### src/rtl/seq_multi_adder.sv
// rtl/seq_multi_adder.sv - sequential multi-operand adder for the Gaussian filter kernel sum
//
// Accumulates NUM_TERMS unsigned WIDTH-bit operands, taken one per in_valid/in_ready
// handshake, and presents the full-precision sum (SUM_W bits) on out_valid/out_ready.
// Build option: define MULTI_ADDER_NORM_EN to round-half-up the result by >> SHIFT.
//
// Ports:
//   clk        in   rising-edge clock
//   rst        in   synchronous active-high reset
//   in_valid   in   in_data holds an operand
//   in_ready   out  operand can be accepted (registered)
//   in_data    in   WIDTH-bit unsigned operand
//   out_valid  out  out_sum holds a result (registered)
//   out_ready  in   downstream takes the result
//   out_sum    out  SUM_W-bit unsigned result (registered)

module seq_multi_adder #(
    parameter  int WIDTH     = 8,
    parameter  int NUM_TERMS = 9,
    parameter  int SHIFT     = 4,
    localparam int SUM_W     = WIDTH + $clog2(NUM_TERMS)
) (
    input  logic             clk,
    input  logic             rst,
    input  logic             in_valid,
    output logic             in_ready,
    input  logic [WIDTH-1:0] in_data,
    output logic             out_valid,
    input  logic             out_ready,
    output logic [SUM_W-1:0] out_sum
);

    localparam int CNT_W = ($clog2(NUM_TERMS + 1) > 1) ? $clog2(NUM_TERMS + 1) : 1;
    localparam logic [CNT_W-1:0] LAST_CNT = CNT_W'(NUM_TERMS - 1);

    localparam logic [1:0] ST_IDLE  = 2'd0;
    localparam logic [1:0] ST_ACCUM = 2'd1;
    localparam logic [1:0] ST_DONE  = 2'd2;

    // Elaboration-time parameter sanity checks.
    if (WIDTH < 1) begin : g_bad_width
        $error("seq_multi_adder: WIDTH must be >= 1");
    end
    if (NUM_TERMS < 1) begin : g_bad_terms
        $error("seq_multi_adder: NUM_TERMS must be >= 1");
    end
    if (SHIFT < 0 || SHIFT >= SUM_W) begin : g_bad_shift
        $error("seq_multi_adder: SHIFT must be in 0..SUM_W-1");
    end

    logic [1:0]       state_q,     state_d;
    logic [SUM_W-1:0] acc_q,       acc_d;
    logic [CNT_W-1:0] cnt_q,       cnt_d;
    logic             out_valid_q, out_valid_d;
    logic [SUM_W-1:0] out_sum_q,   out_sum_d;
    logic             in_ready_q,  in_ready_d;

    logic             accept;
    logic [SUM_W-1:0] sum;
    logic [SUM_W-1:0] result;

    assign accept = in_valid && in_ready_q;

    // In IDLE the accumulator is logically empty, so the running sum starts from zero
    // there; this also covers the NUM_TERMS==1 case where IDLE goes straight to DONE.
    assign sum = ((state_q == ST_IDLE) ? '0 : acc_q) + SUM_W'(in_data);

`ifdef MULTI_ADDER_NORM_EN
    // Round half up: add 2^(SHIFT-1) one bit wider than the sum so it cannot wrap.
    localparam logic [SUM_W:0] RND =
        (SHIFT > 0) ? ((SUM_W + 1)'(1) << ((SHIFT > 0) ? SHIFT - 1 : 0)) : '0;

    logic [SUM_W:0] rounded;

    assign rounded = {1'b0, sum} + RND;
    assign result  = SUM_W'(rounded >> SHIFT);
`else
    assign result = sum;
`endif

    always_comb begin
        state_d     = state_q;
        acc_d       = acc_q;
        cnt_d       = cnt_q;
        out_valid_d = out_valid_q;
        out_sum_d   = out_sum_q;
        in_ready_d  = in_ready_q;

        case (state_q)
            ST_IDLE: begin
                if (accept) begin
                    acc_d = SUM_W'(in_data);
                    cnt_d = CNT_W'(1);
                    if (NUM_TERMS == 1) begin
                        out_sum_d   = result;
                        out_valid_d = 1'b1;
                        in_ready_d  = 1'b0;
                        state_d     = ST_DONE;
                    end else begin
                        state_d = ST_ACCUM;
                    end
                end
            end

            ST_ACCUM: begin
                if (accept) begin
                    if (cnt_q == LAST_CNT) begin
                        out_sum_d   = result;
                        out_valid_d = 1'b1;
                        in_ready_d  = 1'b0;
                        state_d     = ST_DONE;
                    end else begin
                        acc_d = sum;
                        cnt_d = cnt_q + 1'b1;
                    end
                end
            end

            ST_DONE: begin
                // Result is held until downstream takes it; no new operand overlaps.
                if (out_ready) begin
                    out_valid_d = 1'b0;
                    in_ready_d  = 1'b1;
                    acc_d       = '0;
                    cnt_d       = '0;
                    state_d     = ST_IDLE;
                end
            end

            default: begin
                state_d     = ST_IDLE;
                acc_d       = '0;
                cnt_d       = '0;
                out_valid_d = 1'b0;
                in_ready_d  = 1'b1;
            end
        endcase
    end

    always_ff @(posedge clk) begin
        if (rst) begin
            state_q     <= ST_IDLE;
            acc_q       <= '0;
            cnt_q       <= '0;
            out_valid_q <= 1'b0;
            out_sum_q   <= '0;
            in_ready_q  <= 1'b1;
        end else begin
            state_q     <= state_d;
            acc_q       <= acc_d;
            cnt_q       <= cnt_d;
            out_valid_q <= out_valid_d;
            out_sum_q   <= out_sum_d;
            in_ready_q  <= in_ready_d;
        end
    end

    assign in_ready  = in_ready_q;
    assign out_valid = out_valid_q;
    assign out_sum   = out_sum_q;

endmodule

### config.mk
export PLATFORM = sky130hd
export DESIGN_NAME = seq_multi_adder
export DESIGN_NICKNAME = d
export VERILOG_FILES = /design/src/rtl/seq_multi_adder.sv
export SDC_FILE = /design/constraint.sdc
export NUM_CORES = 1
export LEC_CHECK = 0
export ABC_AREA = 1
export BUFFER_PORTS_ARGS = -buffer_cell sky130_fd_sc_hd__clkbuf_2
export CAP_MARGIN = 40
export CORE_ASPECT_RATIO = 0.5
export CORE_MARGIN = 1
export CORE_UTILIZATION = 25
export CTS_CLUSTER_SIZE = 25
export DETAILED_ROUTE_END_ITERATION = 8
export SETUP_SLACK_MARGIN = 0.3
export SLEW_MARGIN = 20
export SYNTH_ARGS = -nofsm -noshare
export SYNTH_HDL_FRONTEND = slang
export SYNTH_SLANG_ARGS = --single-unit
export TNS_END_PERCENT = 1
### constraint.sdc
create_clock -name clk -period 3.09 [get_ports clk]
set_input_delay 0.309 -clock clk [delete_from_list [all_inputs] [get_ports clk]]
set_output_delay 0.309 -clock clk [all_outputs]
set_load 0.02 [all_outputs]
* After elaboration in Yosys (flattened, before gate mapping) *
Cells that the tools add are included.

cells by class
  mux-type cells = 24
  add/subtract/negate cells = 2
  reductions and logical operators = 6
  equal/unequal tests = 8
  bitwise gates (word level) = 1

operators by type and width
  operator             count
  $mux 12              5
  $pmux 12 s3          1
  $mux 4               4
  $add 12x8->12        1
  $pmux 4 s3           1
  $reduce_and 4->1     3
  $ne 2x2->1 const B   5
  $mux 2               4
  $mux 1               6
  $pmux 1 s3           2
  $pmux 2 s3           1
  $add 4x1->4 const B  1
  $eq 4x4->1 const B   1
  $reduce_and 3->1     1
  $eq 2x1->1 const B   1
  $eq 2x2->1 const B   1
  $logic_not 2->1      1
  $logic_and 1x1->1    1
  $not 1->1            1

storage, ports and cells
  input port bits = 12
  register bits = 32
  output and inout bits = 14
  word-level logic and storage cells = 47

* Longest topological paths before layout *
Gate-level depths: netlist of the first run.

  depth after elaboration = 6
  depth in mapped cells = 16
  mapped depth without buffers = 16

* Worst setup path before layout of the first run *
OpenSTA, ideal clock, no wires.

  path type = flip-flop to flip-flop
  from = register state_q[0]
  to = register out_sum_q[6] (netlist: out_sum[6])
  period minus slack after synthesis = 2,162 ps
  slack = 928 ps
  setup time = 116 ps
  path buffers = 1
  arrival = 2,046 ps
  stages on the path, launching flop included = 15
  data required time = 2,974 ps
  path through = dfxtp_1 nor2_4 clkbuf_1 nor2_1 ha_1 inv_1 fa_1 inv_1 nand2_1 nand3_1 or2_2 nand2_1 nand2_1 o211ai_1 inv_1

on the way
  cells in the longest elaborated chain, start to end = 3
  elaborated cells on any way between the ends = 5
  classes of those cells = 1 x add/sub; 1 x eq/ne; 1 x mux; 2 x reduce/logical

RTL lines
  item                    RTL line  RTL
  from (decl)             51        logic [1:0] state_q, state_d;
  from (signal assigned)  149       state_q <= state_d;
  $logic_not 2->1         66        assign sum = ((state_q == ST_IDLE) ? '0 : acc_q) + SUM_W'(in_data);
  $mux 12                 66
  $add 12x8->12           66
  to (signal assigned)    153       out_sum_q <= out_sum_d;
  to (decl)               55        logic [SUM_W-1:0] out_sum_q, out_sum_d;

Parallel ways exist; a longest one is shown, timed or not.
A chain may end at the register's enable or synchronous reset.

* Worst setup path in the final report of the first run *
Ends and elaborated chain as after synthesis.

==> impl_metrics.csv, run 1 <==
group,metric,value,unit
clocking,cts_sinks,32,
clocking,clkTransAtPathRegs,0.05,ns
detailed_routing,totalWireLength,4980,µm
status,status,"finished clean",
synthesis,yosysMostFrequentCell,"nand2_1",
placement,gp_congestion,0.932,
sta,holdWs,0.342,ns
detailed_routing,wire_per_inst,11.4,µm
synthesis,synth-seq-area-share,32.0,%
synthesis,syn_nets,326,
synthesis,avgSynthCellArea,6.61,µm²
sta,finalCriticalPeriod,2.28,ns
clocking,cts_tree,"done",
pwr,p_leak,0.00114,µW
critical_path,worstSetupPathType,"reg2reg",
synthesis,async_reset_ff_share,0,%
final_layout,n_fill_cell,848,
clocking,cts_setup_buffers,0,
die,pin_count,26,
final_layout,area_delta_synth_final,18.3,%
detailed_routing,vias_per_cell,4.37,
grt,global_route.overflow_total,0,
flow_run,maxCapViolCount,0,
clocking,postCtsHoldBufs,0,
grt,antenna_found_initial,0,
sta,slew_violations,0,
die,num_rows,22,
sta,rsz0062_at_grt,"false",
synthesis,ys_types,35,
clocking,h-tree-depth,2,
sta,setup_tns,0,ns
grt,grt_usage,13.4,%
sta,hold_viol,0,
sta,finalClockSkew,0.00549,ns
die,initial_utilization,26.5,%
clocking,root_buffer,"clkbuf_16",
sta,max_slew.worst_pin.slew,0.708,ns
detailed_routing,vias,1909,
sta,period_share,73.7,%
clocking,insertion_delay,0.28,ns
detailed_routing,drc,0,
synthesis,ys.flop_type,"dfxtp_1",
sta,fmax,0.439,GHz
critical_path,crit_required,3.26,ns
synthesis,synth_edf_count,0,
synthesis,synth_area_leaders,"dfxtp_1 (32%), nand2_1 (14%), inv_1 (8.6%)",
die,die_area,8390,µm²
synthesis,synth_top_area_cell,"dfxtp_1",
die,core,7540,µm²
die,die_w,129,µm
grt,grt_pass1_wl,8540,µm
placement,hpwl,3630,µm
sta,setup_viol,0,
clocking,cts_buffers,5,
synthesis,syn_area,2000,µm²
clocking,post_cts_resized,0,
detailed_routing,drt_iter0_drc,83,
grt,grt_max_degree,21,
final_layout,diodes,0,
die,fp.dieH,65.3,µm
placement,numPortBuffers,25,
critical_path,cp-end-kind,"register",
critical_path,cp-start-kind,"register",
final_layout,layout.nets,351,
grt,grt_pass1_vias,1742,
synthesis,ys_ff_latch,32,
synthesis,synth_commonest_cells,"nand2_1 (76), inv_1 (46), nor2_1 (33), dfxtp_1 (32), a21oi_1 (23)",
detailed_routing,first_pass_iters,5,
sta,maxSlewHeadroom,52.6,%
synthesis,yosys_warnings,0,
critical_path,crit_arrival,2.44,ns
clocking,clockBufferDepth,2,
final_layout,drive_gt1_share,15.2,%
critical_path,cp_max_fo,18,
detailed_routing,antenna_left,0,
hold_path,hold_path_class,"in2reg",
synthesis,postSynthCellCount,303,
synthesis,yosysTopAreaCellShare,32.0,%
pwr,pwr_density_cell,472,nW/µm²
pwr,irDropWorstVdd,0.192,mV
-- area by class of cell --
| cell class | count | area [µm²] | share of cell area, % |
|---|---|---|---|
| timing repair buffer | 26 | 133 | 5.60 |
| sequential | 32 | 641 | 27.0 |
| inverter | 50 | 193 | 8.14 |
| multi-input combinational | 213 | 1120 | 47.3 |
| clock buffer | 8 | 146 | 6.18 |
| tap | 108 | 135 | 5.71 |
-- logic make-up after synthesis --
logic type	Yosys count	share of synthesized area, %
AO/OA/AOI/OAI	52	14.8
AND/OR/NAND/NOR	146	32.2
buffers and inverters	58	12.0
XOR/XNOR	4	1.75
adder cells (fa/ha/maj)	11	7.25
flip-flops	32	32.0
-- stage by stage --
step	worst slack [ns]	instance area, µm²	power, µW	std cells	util [%]
2_1_floorplan	0.928	2000	589	303	-
3_3_place_gp	0.916	2220	629	429	29.5
3_5_place_dp	0.839	2220	629	429	29.5
4_1_cts	0.810	2370	1130	437	31.4
5_1_grt	0.582	2370	1170	437	31.4
6_report	0.813	2370	1120	437	31.4
-- worst paths after layout --
| path | to | slack [ns] | startpoint | depth (start not counted) |
|---|---|---|---|---|
| max reg2reg | out_sum[6] | 0.81 | state_q[0] | 13 |
| max | out_sum[6] | 0.81 | state_q[0] | 13 |
| min reg2reg | acc_q[2] | 0.46 | acc_q[2] | 2 |
| min | acc_q[0] | 0.34 | in_data[0] | 3 |
-- worst max-delay path: stages, from the launching register on --
cell and delay, ns:
dfxtp_1 0.35, nor2_4 0.39, nor2_1 0.08, ha_1 0.21, inv_1 0.08, fa_1 0.23
inv_1 0.05, nand2_1 0.06, nand3_1 0.12, or2_2 0.31, nand2_1 0.06, nand2_1 0.05
o211ai_1 0.11, inv_1 0.05
-- layout by cell type (no fill, tap or decap), drive strengths merged, types with 4 or more instances in the layout --
cell,Yosys,final
inv,50,50
dfxtp,32,32
nand3,20,20
nor3,4,4
o21ai,17,17
clkbuf,4,33
nand2,81,81
nor2,35,35
ha,10,10
a21oi,25,25
-- report_power, final --
part | switching, µW | internal, µW | total (µW)
clock network | 176 | 321 | 497
registers | 10.2 | 430 | 440
logic | 122 | 57.7 | 180
total | 309 | 809 | 1120
-- sequential cells by signal, indices dropped and copies added, names as in the netlist --
signal and flops:
acc_q 12, cnt_q 4, in_ready 1, out_sum 12
out_valid 1, state_q 2
-- routing by layer --
| metal | track usage (%) | wire length [µm] | vias up |
|---|---|---|---|
| met3 | 2.93 | 149 | 8 |
| met4 | 4.56 | 57 | 0 |
| li1 | - | - | 1010 |
| met5 | 0 | 0 | - |
| met2 | 20.2 | 2030 | 28 |
| met1 | 18.7 | 2740 | 863 |
Power figures use the tool's default switching activity.
==> run 2, diff against run 1 <==
Clock period 3.09 ns to 2.3 ns, I/O delays scaled along.
==> run 2 against run 1 <==
Net effect:
- sequential share of layout area shrank 2.4 points
- clock power grew 32%
- register-to-register slack lost 0.47 ns
- critical path depth is the same
- maximum frequency grew 16%
- final area grew 10%
- clock-buffer cell count is the same
- highest routed layer unchanged
- worst setup slack lost 0.47 ns
- sequential power grew 35%
- combinational power grew 68%
- die area is the same
- final cell count grew 3.2%
==> impl_metrics.csv, run 2 (synthesized netlist as in run 1, its figures left out) <==
group,metric,value,unit
status,status,"finished clean",
final_layout,n_fill_cell,818,
critical_path,worst-r2r-cell-count,13,
final_layout,layout.nets,365,
pwr,power_frac_comb,19.5,%
hold_path,hold_path_class,"in2reg",
sta,maxSlewHeadroom,67.9,%
grt,grt_pass1_vias,1786,
clocking,postCtsHoldBufs,0,
sta,finalClockSkew,0.00587,ns
hold_path,hold_end,"acc_q[0]",
die,pin_count,26,
grt,grt_pass1_wl,8520,µm
sta,slew_violations,0,
pwr,internal_power,1120,µW
final_layout,diodes,0,
clocking,cts_buffers,5,
sta,max_slew.worst_pin.slew,0.481,ns
final_layout,multiInputGateArea,1240,µm²
sta,hold_viol,0,
grt,grt_usage,13.2,%
detailed_routing,wire_per_inst,11.4,µm
pwr,pwr_density_cell,596,nW/µm²
critical_path,cp-end-kind,"register",
final_layout,mostFrequentLayoutCell,"nand2_1",
sta,setup_viol,0,
die,die_w,129,µm
clocking,clockBufferDepth,2,
pwr,p_total,1550,µW
pwr,netSwitchingFraction,27.5,%
final_layout,stdcell_count,451,
pwr,seq_power_share,38.2,%
clocking,cts_tree,"done",
grt,global_route.overflow_total,0,
sta,rsz0062_at_grt,"true",
clocking,clkTransAtPathRegs,0.05,ns
placement,numPortBuffers,25,
grt,antenna_found_initial,0,
critical_path,cp_max_fo,7,
detailed_routing,drc,0,
detailed_routing,totalWireLength,5160,µm
critical_path,r2r-start,"state_q[1]",
clocking,insertion_delay,0.27,ns
grt,grt_max_degree,21,
flow_run,maxCapViolCount,0,
hold_path,holdPathStages,3,
die,die_area,8390,µm²
placement,place_inst,433,
final_layout,layout_common_cells,"nand2_1 (70), inv_1 (44), dfxtp_1 (30)",
critical_path,worstSetupPathType,"reg2reg",
die,initial_utilization,26.5,%
hold_path,hold_start,"in_data[0]",
final_layout,drive_gt1_share,28.3,%
clocking,h-tree-depth,2,
pwr,p_leak,0.00121,µW
die,fp.dieH,65.3,µm
clocking,root_buffer,"clkbuf_16",
pwr,p_switching,427,µW
clocking,cts_sinks,32,
critical_path,cp-start-kind,"register",
critical_path,r2r-end,"out_sum[6]",
detailed_routing,vias_per_cell,4.34,
critical_path,rrSetupSlack,0.34,ns
sta,period_share,85.2,%
detailed_routing,drt_iter0_drc,98,
critical_path,crit_required,2.46,ns
sta,finalCriticalPeriod,1.96,ns
detailed_routing,antenna_left,0,
detailed_routing,first_pass_iters,4,
sta,setup_tns,0,ns
detailed_routing,vias,1957,
sta,fin_ws,0.340,ns
pwr,irDropWorstVdd,0.306,mV
critical_path,crit_arrival,2.12,ns
placement,gp_congestion,0.873,
final_layout,area_delta_synth_final,30.1,%
placement,hpwl,3620,µm
placement,pre_cts_ws,0.161,ns
die,core,7540,µm²
die,num_rows,22,
pwr,clockPowerShare,42.3,%
final_layout,regArea,643,µm²
sta,fmax,0.510,GHz
-- run 2: changes by cell type in the layout (fill, tap and decap cells not counted), moves of 5 or more --
cell and change:
nand2_2 +6, buf_4 +12, nor2_2 +6, nand2_1 -6
ha_1 -5, nor2_1 -7
-- run 2: critical path, cell delays in order, from the launching register on --
cell	delay, ns
dfxtp_2	0.34
nor2_4	0.23
nor2_2	0.07
ha_2	0.18
inv_2	0.06
fa_2	0.22
inv_1	0.04
nand2_1	0.07
nand3_2	0.12
or2_4	0.28
nand2_2	0.06
nand2_1	0.05
o211ai_1	0.08
inv_1	0.05
-- run 2: layout make-up --
class / instances / area share (%)
Inverter: 50 / 7.40
Multi-Input combinational cell: 213 / 47.7
Tap cell: 108 / 5.19
Sequential cell: 32 / 24.7
Clock buffer: 8 / 5.62
Timing Repair Buffer: 40 / 9.37
-- run 2: per-layer routing --
metal,global-route usage (%),part of all wire (%)
met5,0,0
met4,3.97,1.5
met3,2.20,2.9
met2,21.3,43
met1,18.2,53
-- run 2: power groups by stage --
stage,sequential [µW],combinational (µW),clock (µW)
finish,593,303,656
global route,595,336,699
CTS,592,264,675
detailed placement,603,252,0
global placement,603,251,0
floorplan,603,192,0
-- run 2: per-stage QoR --
| step | util, % | area, µm² | hold WS (ns) |
|---|---|---|---|
| after global routing | 34.5 | 2610 | 0.303 |
| after floorplan | - | 2010 | 0.404 |
| after CTS | 32.4 | 2440 | 0.262 |
| after global placement | 29.9 | 2250 | 0.451 |
| after detailed placement | 29.9 | 2250 | 0.458 |
| final | 34.5 | 2610 | 0.253 |
-- run 2: how the worst max path moves through the flow --
stage                          start           to  slack, ns  cells after the start
final                     state_q[1]   out_sum[6]       0.34                     13
after global placement    state_q[1]   out_sum[6]       0.18                     13
after global routing      state_q[1]  out_sum[10]       0.19                     12
after CTS                 state_q[0]   out_sum[6]       0.30                     13
after floorplan           state_q[1]   out_sum[6]       0.30                     14
after detailed placement  state_q[1]   out_sum[6]       0.16                     13
-- run 2: repair_timing --
action	CTS	global route
setup buffers	3	7
pin swaps	2	17
setup endpoints to repair	11	16
gates resized for setup	6	29
==> run 3, diff against run 2 <==
Settings changed: BUFFER_PORTS_ARGS -buffer_cell sky130_fd_sc_hd__clkbuf_2 to -buffer_cell sky130_fd_sc_hd__buf_2, SETUP_SLACK_MARGIN 0.3 to 0.15.
==> run 3 against run 2 <==
Net effect:
- worst hold slack gained 0.013 ns
- first-iteration DRC count grew 23%
- routed wire length is essentially flat
- combinational power shrank 8.6%
- worst setup slack lost 0.13 ns
- clock-buffer cell count shrank 1
- flip-flop and latch count is the same
- final cell count shrank 0.89%
- final area shrank 4.5%
- via count shrank 1.6%
- sequential share of layout area grew 1.1 points
- largest cell class unchanged
==> impl_metrics.csv, run 3 (synthesized netlist as in run 1, its figures left out) <==
group,metric,value,unit
die,fp.dieH,65.3,µm
sta,hold_viol,0,
sta,period_share,90.9,%
grt,grt_usage,13.3,%
final_layout,n_fill_cell,840,
die,core,7540,µm²
final_layout,regArea,642,µm²
sta,setup_tns,0,ns
die,die_area,8390,µm²
sta,maxSlewHeadroom,71.2,%
sta,slew_violations,0,
grt,use_met2,21.0,%
sta,holdWs,0.266,ns
critical_path,crit_required,2.47,ns
critical_path,cp_num_buf_inv,2,
clocking,postCtsHoldBufs,0,
clocking,cts_tree,"done",
placement,place_area,2240,µm²
final_layout,drive_gt1_share,20.1,%
critical_path,cp-start-kind,"register",
placement,gp_congestion,0.900,
die,num_rows,22,
sta,finalClockSkew,0.00542,ns
final_layout,layout.nets,362,
final_layout,fin_util,33.0,%
grt,grt_pass1_vias,1764,
grt,grt.busiest_layer,"met2",
detailed_routing,antenna_left,0,
detailed_routing,vias_per_cell,4.31,
clocking,clkTransAtPathRegs,0.05,ns
sta,max_slew.worst_pin.slew,0.430,ns
clocking,clockBufferDepth,2,
clocking,cts_buffers,5,
grt,grt_pass1_wl,8540,µm
pwr,pwr_density_cell,627,nW/µm²
sta,finalCriticalPeriod,2.09,ns
status,status,"finished clean",
critical_path,cp-end-kind,"register",
critical_path,worstSetupPathType,"reg2reg",
grt,global_route.overflow_total,0,
placement,hpwl,3720,µm
detailed_routing,vias,1925,
critical_path,path_cells,"nor2_4 -> buf_4 -> nor2_1 -> ha_1 -> nand2_1 -> nor2_1 -> nand2_1 -> nand3_2 -> or2_2 -> nand2_1 -> nand2_1 -> o211ai_1 -> inv_1",
detailed_routing,totalWireLength,5160,µm
final_layout,area_delta_synth_final,24.3,%
critical_path,crit_arrival,2.26,ns
detailed_routing,drc,0,
grt,grtUsageMet1,18.0,%
hold_path,hold_path_class,"in2reg",
sta,setup_viol,0,
pwr,p_leak,0.00121,µW
critical_path,cp_slowest_cell,"dfxtp_2",
final_layout,diodes,0,
critical_path,cp_max_fo,8,
final_layout,fin_area,2490,µm²
detailed_routing,first_pass_iters,4,
clocking,root_buffer,"clkbuf_16",
placement,numPortBuffers,25,
pwr,irDropWorstVdd,0.268,mV
detailed_routing,drt_iter0_drc,121,
final_layout,mostFrequentLayoutCell,"nand2_1",
grt,grtUsageMet3,2.69,%
critical_path,path_common_cell,"nand2_1",
die,initial_utilization,26.5,%
critical_path,max_stage_delay,0.34,ns
flow_run,maxCapViolCount,0,
clocking,insertion_delay,0.28,ns
critical_path,critPathTopFamily,"simple AND/OR/NAND/NOR gates",
final_layout,layout_common_cells,"nand2_1 (76), inv_1 (46), nor2_1 (32)",
grt,antenna_found_initial,0,
die,pin_count,26,
clocking,h-tree-depth,2,
grt,grt_max_degree,21,
pwr,p_total,1560,µW
sta,rsz0062_at_grt,"true",
final_layout,multiInputGateArea,1150,µm²
clocking,cts_sinks,32,
detailed_routing,wire_per_inst,11.5,µm
die,die_w,129,µm
sta,fmax,0.478,GHz
run 3: tightest hold or removal path: cells and delay by family:
kind            cells  cell delay [ns]
buf+inv             1             0.10
compound gates      2             0.17
run 3: area by class of cell:
| class | count | area share [%] |
|---|---|---|
| clock buffer | 7 | 6.13 |
| inverter | 50 | 7.74 |
| multi-input combinational | 213 | 46.1 |
| sequential | 32 | 25.8 |
| tap | 108 | 5.43 |
| timing repair buffer | 37 | 8.80 |
run 3: final timing paths:
| kind | start | cells after the start | slack (ns) | endpoint |
|---|---|---|---|---|
| worst max-delay path | state_q[0] | 13 | 0.21 | out_sum[6] |
| worst max register to register | state_q[0] | 13 | 0.21 | out_sum[6] |
| worst min-delay path | in_data[5] | 3 | 0.27 | acc_q[5] |
| worst min register to register | out_sum[4] | 2 | 0.46 | out_sum[4] |
run 3: power by group:
part	switching (µW)	internal (µW)
clock network	238	454
registers	13.8	579
logic	174	103
run 3: per-stage QoR:
| step | std cells | worst slack [ns] |
|---|---|---|
| final | 447 | 0.208 |
| after global routing | 447 | 0.0837 |
| after CTS | 442 | 0.200 |
| after detailed placement | 432 | 0.125 |
| after global placement | 432 | 0.181 |
| after floorplan | 303 | 0.235 |
run 3: layer usage:
layer  routed length, µm  up-vias
li1                    -     1033
met1                2690      854
met2                2170       33
met3                 243        5
met4                  54        0
met5                   0        -
run 3: what timing repair did:
item,CTS,global route
resized for setup,0,7
pin swaps,1,6
setup buffers,3,5
endpoints found under the setup margin,1,13
gates cloned,0,0
